$ cat src/rtl/fp_to_int.sv
// Multi-cycle converter from a bias-31 float word (6-bit exponent, 25-bit fraction)
// to a 32-bit signed integer. Truncates toward zero and shifts one bit per cycle.
module fp_to_int (
    input  logic        clock100KHz,
    input  logic        reset,
    input  logic        start,
    input  logic [31:0] op_in,
    output logic        busy,
    output logic        done,
    output logic [31:0] data_out,
    output logic [3:0]  status_out
);
    localparam logic [2:0] IDLE     = 3'd0;
    localparam logic [2:0] CLASSIFY = 3'd1;
    localparam logic [2:0] SHIFT    = 3'd2;
    localparam logic [2:0] SIGN     = 3'd3;
    localparam logic [2:0] DONE     = 3'd4;

    localparam logic [3:0] ST_EXACT     = 4'b0001;
    localparam logic [3:0] ST_INEXACT   = 4'b0010;
    localparam logic [3:0] ST_OVERFLOW  = 4'b0100;
    localparam logic [3:0] ST_UNDERFLOW = 4'b1000;

    // Exponent at which the significand's LSB has weight 1 (E = 25).
    localparam logic [5:0] EXP_UNIT = 6'd56;

    logic [2:0]  state;
    logic        sign_q;
    logic [5:0]  exp_q;
    logic [24:0] frac_q;
    logic [31:0] work;
    logic [4:0]  n;
    logic        shift_left;
    logic        sticky;

    assign busy = (state != IDLE);
    assign done = (state == DONE);

    always_ff @(posedge clock100KHz) begin
        if (reset) begin
            state      <= IDLE;
            sign_q     <= 1'b0;
            exp_q      <= 6'd0;
            frac_q     <= 25'd0;
            work       <= 32'd0;
            n          <= 5'd0;
            shift_left <= 1'b0;
            sticky     <= 1'b0;
            data_out   <= 32'd0;
            status_out <= 4'd0;
        end else begin
            case (state)
                IDLE: begin
                    if (start) begin
                        sign_q <= op_in[31];
                        exp_q  <= op_in[30:25];
                        frac_q <= op_in[24:0];
                        state  <= CLASSIFY;
                    end
                end
                CLASSIFY: begin
                    if (exp_q == 6'd0) begin
                        data_out   <= 32'd0;
                        status_out <= (frac_q == 25'd0) ? ST_EXACT : ST_UNDERFLOW;
                        state      <= DONE;
                    end else if (exp_q < 6'd31) begin
                        data_out   <= 32'd0;
                        status_out <= ST_INEXACT;
                        state      <= DONE;
                    end else if (exp_q >= 6'd62) begin
                        // -2^31 is the one magnitude at E=31 that still fits.
                        if (sign_q && exp_q == 6'd62 && frac_q == 25'd0) begin
                            data_out   <= 32'h8000_0000;
                            status_out <= ST_EXACT;
                        end else begin
                            data_out   <= sign_q ? 32'h8000_0000 : 32'h7FFF_FFFF;
                            status_out <= ST_OVERFLOW;
                        end
                        state <= DONE;
                    end else begin
                        work       <= {6'd0, 1'b1, frac_q};
                        sticky     <= 1'b0;
                        shift_left <= (exp_q > EXP_UNIT);
                        n          <= (exp_q > EXP_UNIT) ? 5'(exp_q - EXP_UNIT)
                                                         : 5'(EXP_UNIT - exp_q);
                        state      <= (exp_q == EXP_UNIT) ? SIGN : SHIFT;
                    end
                end
                SHIFT: begin
                    if (shift_left) begin
                        work <= work << 1;
                    end else begin
                        work   <= work >> 1;
                        sticky <= sticky | work[0];
                    end
                    n <= n - 5'd1;
                    if (n == 5'd1) state <= SIGN;
                end
                SIGN: begin
                    data_out   <= sign_q ? (~work + 32'd1) : work;
                    status_out <= sticky ? ST_INEXACT : ST_EXACT;
                    state      <= DONE;
                end
                DONE:    state <= IDLE;
                default: state <= IDLE;
            endcase
        end
    end
endmodule

$ cat config.mk
export PLATFORM = sky130hd
export DESIGN_NAME = fp_to_int
export DESIGN_NICKNAME = d
export VERILOG_FILES = /design/src/rtl/fp_to_int.sv
export SDC_FILE = /design/constraint.sdc
export NUM_CORES = 1
export LEC_CHECK = 0
export CAP_MARGIN = 0
export CORE_ASPECT_RATIO = 0.9
export CORE_UTILIZATION = 37
export CTS_BUF_LIST = sky130_fd_sc_hd__clkbuf_4 sky130_fd_sc_hd__clkbuf_8
export CTS_CLUSTER_SIZE = 16
export DETAILED_ROUTE_END_ITERATION = 7
export SYNTH_ARGS = -nofsm -noshare
export SYNTH_HDL_FRONTEND = slang
export SYNTH_SLANG_ARGS = --single-unit
export TNS_END_PERCENT = 10
$ cat constraint.sdc
create_clock -name clock100KHz -period 2.5 [get_ports clock100KHz]
set_input_delay 0.25 -clock clock100KHz [delete_from_list [all_inputs] [get_ports clock100KHz]]
set_output_delay 0.25 -clock clock100KHz [all_outputs]
set_load 0.05 [all_outputs]
After elaboration in Yosys (flattened, before gate mapping)
Index checks and enable logic that the tools add are counted.
- bits in registers: 110
- input bits: 35
- output and inout bits: 38
- logic and storage cells: 86
- add/subtract/negate cells: 4
- order comparisons: 3
- equality and inequality tests: 14
- mux-type cells: 36
- bitwise gates (word level): 5
- reduce and logical (&&, ||, !) cells: 14
- operators by type and width (kind ; number):
    two-way mux 32 bit ; 10
    one-hot mux 32 bit (2 select lines) ; 2
    adder 32 x 1 -> 32 bit (second input constant) ; 1
    inverter 32 bit ; 1
    zero test 25 bit ; 1
    two-way mux 5 bit ; 4
    two-way mux 3 bit ; 6
    two-way mux 4 bit ; 4
    equality test 6 bit (second input constant) ; 2
    inequality test 2 bit (second input constant) ; 6
    one-hot mux 3 bit (4 select lines) ; 1
    one-hot mux 5 bit (2 select lines) ; 1
    one-hot mux 4 bit (2 select lines) ; 1
    AND reduction 4 bit ; 2
    equality test 3 x 2 -> 1 bit (second input constant) ; 2
    greater-or-equal comparator 6 bit (second input constant) ; 1
    > comparator 6 bit (second input constant) ; 1
    zero test 6 bit ; 1
    < comparator 6 x 5 -> 1 bit (second input constant) ; 1
    AND reduction 2 bit ; 3
    equality test 5 x 1 -> 1 bit (second input constant) ; 1
    two-way mux 1 bit ; 5
    AND reduction 5 bit ; 1
    subtractor 5 x 1 -> 5 bit (second input constant) ; 1
    other kinds (13) ; 17

Longest topological paths before layout
Gate-level depths: netlist of run 1.
- word-level depth: 8
- depth in mapped cells: 9
- gate-level depth less buffers: 7

Least setup slack after synthesis of run 1
No wires, ideal clock.
- path type: register -> register
- start point: register work[0]
- end point: register data_out[24]
- setup time: 0.086 ns
- arrival time: 2.101 ns
- data required time: 2.414 ns
- setup slack: 0.314 ns
- cell stages (with the launch flop): 9
- buffers on the path: 1
- clock period less this slack: 2.186 ns
- path through: dfxtp_1 inv_1 ha_1 or3b_2 or2_1 clkbuf_1 nor4_1 mux2_2 a211oi_1
- longest elaborated chain between the ends: 4
- ends and longest elaborated chain (element ; RTL line ; source):
    start, declared ; 31 ; logic [31:0] work;
    start signal, assigned ; 81 ; work <= {6'd0, 1'b1, frac_q};
    start signal, assigned ; 91 ; work <= work << 1;
    start signal, assigned ; 93 ; work <= work >> 1;
    inverter 32 bit ; 100 ; data_out <= sign_q ? (~work + 32'd1) : work;
    adder 32 x 1 -> 32 bit ; 100 ;
    two-way mux 32 bit ; 100 ;
    one-hot mux 32 bit (2 select lines) ; 52 ; case (state)
    end signal, assigned ; 76 ; data_out <= sign_q ? 32'h8000_0000 : 32'h7FFF_FFFF;
    end signal, assigned ; 100 ;
    end, declared ; 10 ; output logic [31:0] data_out,
No other way between the ends.
A chain may end at the register's enable or synchronous reset.

Final worst setup path of run 1
- start point: register state[1]
- end point: output port busy
- longest elaborated chain between the ends: 1
- ends and longest elaborated chain (element ; RTL line ; source):
    start, declared ; 27 ; logic [2:0] state;
    start signal, assigned ; 86 ; state <= (exp_q == EXP_UNIT) ? SIGN : SHIFT;
    nonzero test 3 bit ; 36 ; assign busy = (state != IDLE);
    end, declared ; 8 ; output logic busy,
No other way between the ends.

==> results of run 1 <==
-- per-stage QoR --
stage	total power, mW	instance area, um^2	setup slack, ps	util (%)	hold slack, ps
4_1_cts	4.649	7203	125.5	46.17	364.6
6_report	4.620	7218	107.2	46.26	370.5
5_1_grt	4.853	7218	8.431	46.26	373.7
3_5_place_dp	3.331	6952	154.6	44.55	448.4
2_1_floorplan	2.919	5983	313.8	-	386.0
3_3_place_gp	3.311	6952	234.3	44.55	446.9
-- synthesized netlist by cell type (all sizes together) (6+ instances only) --
cell,count,share of area (%)
o41ai,6,0.88
mux2,27,5.1
buf,14,1.3
nor2b,9,0.94
nand3,12,1.0
o21ai,27,2.3
a31oi,37,3.9
a211oi,30,3.8
xnor2,12,1.8
a21oi,54,4.5
mux2i,10,1.7
a41oi,6,0.88
nor3,31,3.0
nor2,61,3.8
nor4,15,1.9
or2,8,0.84
ha,7,1.5
dfxtp,110,37
nand2,139,8.7
clkbuf,68,4.3
inv,14,0.88
a311oi,14,2.0
or3,20,2.1
-- worst register-to-register path, delay by kind of cell (launching register included) --
kind / cells / cell delay (ps)
buffers and inverters: 1 / 80
muxes: 1 / 360
adders and majority gates: 1 / 150
AOI/OAI and AO/OA: 1 / 210
DFF: 1 / 380
and+or+nand+nor: 3 / 1090
-- area by class of cell --
cell class                 count  share of cell area (%)
clock buffer                  11                   2.011
clock inverter                 5                   1.473
inverter                      14                  0.7280
multi-input combinational    571                   47.39
sequential                   110                   30.51
tap                          202                   3.501
timing repair buffer         105                   14.39
-- kinds of logic after synthesis --
group	after synthesis
simple gates	319
mux	37
xor+xnor	13
buf+inv	96
fa+ha+maj	7
compound gates	195
flops	110
-- timing repair --
item	CTS	global route
resized for setup	0	2
setup buffers	0	0
endpoints found under the setup margin	0	2
-- power breakdown --
part | switching [mW] | internal [mW] | leakage, nW
clock network | 0.614 | 0.706 | 0.123
registers | 0.117 | 1.89 | 0.897
logic | 0.796 | 0.502 | 1.42
total | 1.53 | 3.09 | 2.44
-- flip-flops by register name, indices dropped and copies added (netlist names) --
register,flops
exp_q,6
data_out,32
state,3
work,32
shift_left,1
frac_q,25
n,5
sticky,1
sign_q,1
status_out,4
-- per-layer routing --
layer / GRT usage, % / part of all wire (%) / vias to the layer above
li1: - / - / 2836
met1: 29.62 / 51 / 2631
met2: 30.62 / 42 / 181
met3: 5.122 / 5.9 / 11
met4: 4.861 / 0.93 / 0
met5: 0 / 0 / -
-- worst max-delay path by stage --
stage / to / cells after the start
finish: busy / 3
global route: data_out[18]$_SDFFE_PP0P_ / 7
CTS: data_out[16]$_SDFFE_PP0P_ / 7
detailed placement: data_out[16]$_SDFFE_PP0P_ / 7
global placement: data_out[24]$_SDFFE_PP0P_ / 7
floorplan: data_out[24]$_SDFFE_PP0P_ / 8
==> summary.md, run 1 <==
| Metric | Value |
|---|---|
| Status | `completed` |
| Area grow syn2layout | `20.64%` |
| Slew Limit Headroom | `61.16%` |
| Synth Instances | `777` |
| Fmax | `between 400 and 500 MHz` |
| Total negative slack | `0 ps` |
| Chip width | `136.0 um` |
| Setup Skew | `12.63 ps` |
| Reg2Reg Setup Slack | `approximately 150 ps` |
| Critical path's largest stage delay | `730 ps` |
| Clock tree root buffer cell | `clkbuf_8` |
| H-tree level count | `3` |
| Synth Area in XOR/XNOR | `between 1.5 and 2%` |
| Top_reg_cell synth | `dfxtp_1` |
| Crit Path Category | `flop to output port` |
| Pin count of the biggest net entering global routing | `91` |
| Leakage | `2.440 nW` |
| Finished Layout Cells | `1018` |
| Critical-path top delay cell | `clkdlybuf4s50_1` |
| Mapped Nets | `~800` |
| TritonCTS clock tree | `done` |
| Critical path buffers and inverters | `2` |
| Reg2Reg Capture Point | `data_out[22]$_SDFFE_PP0P_` |
| EDFF count, synth | `0` |
| Die Ht | `roughly 120 um` |
| Fill cell count | `between 1500 and 2000` |
| First-pass GRT wire length | `26850 um` |
| Overall Global Routing Usage | `20.61%` |
| Final Hold Fails | `0` |
| CTS Buf Count | `9` |
| Fraction of layout cells with a size suffix above 1 | `11.76%` |
| Initial antenna violation count | `0` |
| RSZ-0062 raised after global routing | `false` |
| Crit path max fanout | `10` |
| GP Congestion | `0.8731` |
| Worst EP arrival | `2140 ps` |
| Worst Setup End Kind | `output port` |
| DR iter-0 viols | `435` |
| GR Overflow Total | `0` |
| Max-Cap Viols | `0` |
| Boundary Pins | `73` |
| YS warnings | `0` |
| Post-DR vias/cell | `5.559` |
| Pwr/cell area | `640.1 nW/um^2` |
| # hold bufs at CTS | `0` |
| Initial Util | `38.35%` |
| Compound-Gate Fraction of Synth Area | `between 20% and 30%` |
| Worst hold-check path type | `primary input to flop` |
| Register bit total from synthesis | `110` |
| Drt drc | `0` |
| Synth Cell Area | `between 5000 and 6000 um^2` |
| Std-Cell Rows | `43` |
| Nets | `853` |
| Critical Path Start | `state[1]$_SDFFE_PP0P_` |
| CTS Sinks | `between 100 and 150` |
| FF-to-FF Start | `work[0]$_SDFFE_PP0P_` |
| Max VDD drop | `0.3832 mV` |
| Adder-Cell Fraction of Synth Area | `about 1.5%` |
| Placed Instances | `1002` |
| Hold Path Sink | `data_out[1]$_SDFFE_PP0P_` |
| Most frequent cells in the layout | `139 x nand2_1, 110 x dfxtp_1, 71 x clkdlybuf4s50_1, 61 x nor2_1, 54 x a21oi_1` |
| CP top delay family | `buffers and inverters` |
| Worst-path clk slew | `roughly 100 ps` |
| Register area | `2202 um^2` |
| Hold_sp | `reset` |
| Mean routed wirelength per cell | `16.41 um` |
| ANT nets after route | `0` |
| Register area share after synthesis | `36.80%` |
| Synth cell types | `57` |
| Max clock buf depth | `2` |
| Total number of vias | `5659` |
| Antenna fix cells | `0` |
| Die area | `16680 um^2` |
| Fin crit share | `95.71%` |
| Worst Reg-to-Reg Cells | `7` |
| Ys async rst share | `0%` |
| PortBufs | `72` |
| Worst Max-Slew Pin Slew | `577.3 ps` |
| Total wire length | `between 15000 and 20000 um` |
| Final setup violation count | `0` |
| Mux cell area share after synthesis | `6.754%` |
| Worst-Skew Late Latency | `~390 ps` |
| First-pass DRT Iterations | `5` |
| Final min period | `around 2400 ps` |
| Mean post-synth cell area | `between 7 and 8 um^2` |
| WP data required | `2250 ps` |
| Commonest non-fill, non-tap cell in the layout | `nand2_1` |
| Footprint of the multi-input gates | `3421 um^2` |
| Final Max Tran Viols | `0` |
| Critical Path, Cell by Cell | `nor3_1 -> inv_1 -> clkdlybuf4s50_1` |
| Core area | `15600 um^2` |
| WHS Path Cells | `3` |
| Vias in the first global route | `5102` |
| Largest family of logic cells by synthesized area | `simple AND/OR/NAND/NOR gates` |
| Synth Area in Simple Gates | `25.58%` |
| Setup crit start kind | `flop` |
| Dpl hpwl | `11680 um` |
No activity file was read; power rests on OpenSTA's default activity.
==> run 2: changes to the inputs <==
clock period = 2.68 ns   (was 2.5 ns; I/O delays follow)
==> run 2 against run 1 <==
Compared with the run above:
- via count is 0.39% higher
- largest power group unchanged
- largest cell class unchanged
- first-iteration DRC count is 34% higher
- cell count is 0.69% lower
- setup slack better by 150 ps
==> summary.md, run 2 (same netlist as run 1, synthesis figures left out) <==
| Metric | Value |
|---|---|
| Status | `completed` |
| WP data required | `2410 ps` |
| Mean routed wirelength per cell | `16.49 um` |
| Critical-path top delay cell | `clkdlybuf4s50_1` |
| Nets | `846` |
| Total negative slack | `0 ps` |
| Slew Limit Headroom | `44.20%` |
| H-tree level count | `3` |
| Setup slack at placement | `360.7 ps` |
| Drt drc | `0` |
| # hold bufs at CTS | `0` |
| Fmax | `412.1 MHz` |
| Initial antenna violation count | `0` |
| GP Congestion | `0.8587` |
| Die Ht | `approximately 120 um` |
| Most frequent cells in the layout | `139 x nand2_1, 110 x dfxtp_1, 71 x clkdlybuf4s50_1, 61 x nor2_1, 54 x a21oi_1` |
| Final min period | `2427 ps` |
| Reg2Reg Setup Slack | `300 ps` |
| Final Max Tran Viols | `0` |
| Post-CTS sizing | `0` |
| Pwr/cell area | `592.0 nW/um^2` |
| Core area | `15600 um^2` |
| PortBufs | `72` |
| Worst hold-check path type | `primary input to flop` |
| Worst-path clk slew | `100 ps` |
| Max VDD drop | `0.3500 mV` |
| GR Overflow Total | `0` |
| TritonCTS clock tree | `done` |
| Max-Cap Viols | `0` |
| Clock tree root buffer cell | `clkbuf_8` |
| Crit path max fanout | `10` |
| Setup crit start kind | `flop` |
| CTS Buf Count | `9` |
| Boundary Pins | `73` |
| Final setup violation count | `0` |
| Worst Max-Slew Pin Slew | `837.0 ps` |
| Final setup margin | `253.3 ps` |
| Std-Cell Rows | `43` |
| Worst Setup End Kind | `output port` |
| Crit Path Category | `flop to output port` |
| Worst EP arrival | `2160 ps` |
| Die area | `16680 um^2` |
| Final Hold Fails | `0` |
| First-pass GRT wire length | `between 20000 and 30000 um` |
| CTS Sinks | `110` |
| Leakage | `2.377 nW` |
| Antenna fix cells | `0` |
| DR iter-0 viols | `around 580` |
| Total wire length | `16670 um` |
| Post-DR vias/cell | `5.619` |
| Commonest non-fill, non-tap cell in the layout | `nand2_1` |
| RSZ-0062 raised after global routing | `false` |
| Worst-Skew Late Latency | `400 ps` |
| Critical Path, Cell by Cell | `nor3_1 -> inv_1 -> clkdlybuf4s50_1` |
| Dpl hpwl | `between 10000 and 15000 um` |
| Vias in the first global route | `5135` |
| Overall Global Routing Usage | `20.92%` |
| Initial Util | `38.35%` |
| Setup Buffers After CTS | `0` |
| Max clock buf depth | `2` |
| First-pass DRT Iterations | `6` |
| Pin count of the biggest net entering global routing | `65` |
| ANT nets after route | `0` |
| Largest regs | `data_out (32), work (32), frac_q (25)` |
| Chip width | `roughly 140 um` |
| Total number of vias | `5681` |
| Grt met3 use | `4.833%` |
| Met2 usage | `between 30% and 40%` |
| M1 GR Usage | `30.52%` |
| Critical path's largest stage delay | `730 ps` |
| Setup Skew | `about 13 ps` |
| GR peak layer | `met1` |
| Fraction of layout cells with a size suffix above 1 | `10.88%` |
| Fin crit share | `approximately nine tenths` |
| Area grow syn2layout | `18.40%` |
-- run 2: stage by stage --
stage                     power (mW)  hold WS (ps)  util (%)  std cells  instance area [um^2]
after floorplan                2.723         404.0         -        777                  5983
after global placement         3.074         469.5     43.98        995                  6862
after detailed placement       3.092         465.8     43.98        995                  6862
after CTS                      4.231         391.2     45.41       1011                  7084
after global routing           4.406         401.8     45.41       1011                  7084
final                          4.194         410.9     45.41       1011                  7084
-- run 2: worst max-delay path, delay by kind of cell (launching register included) --
family                 cells  cell delay (ps)
and+or+nand+nor            1              460
DFF                        1              420
buffers and inverters      2              880
-- run 2: path summary, 6_finish.rpt --
kind | depth (start not counted) | from | to
max | 3 | state[1]$_SDFFE_PP0P_ | busy
min | 3 | op_in[18] | frac_q[18]$_SDFFE_PP0P_
max reg2reg | 7 | work[0]$_SDFFE_PP0P_ | data_out[16]$_SDFFE_PP0P_
min reg2reg | 2 | frac_q[1]$_SDFFE_PP0P_ | frac_q[1]$_SDFFE_PP0P_
-- run 2: cell type report --
type	instances	area, um^2
fillers	1563	8518
multi-input cells	571	3406
flip-flops and latches	110	2202
repair buffers	98	948.4
well taps	202	252.7
clock buffers	12	152.6
clock inverters	4	70.07
inverters	14	52.55
-- run 2: report_power, final --
group / leakage [nW] / switching [mW] / internal [mW]
Sequential: 0.897 / 0.119 / 1.76
Clock: 0.117 / 0.567 / 0.571
Combinational: 1.36 / 0.726 / 0.451
Total: 2.38 / 1.41 / 2.78
-- run 2: metal layers --
metal | share of wire, % | vias to the layer above
li1 | - | 2824
met1 | 50 | 2648
met2 | 42 | 187
met3 | 6.3 | 22
met4 | 1.5 | 0
met5 | 0 | -
==> run 3: changes to the inputs <==
CAP_MARGIN = 20   (was 0)
==> results of run 3 <==
The final DEF is identical to that of run 2; final timing and power are the same.
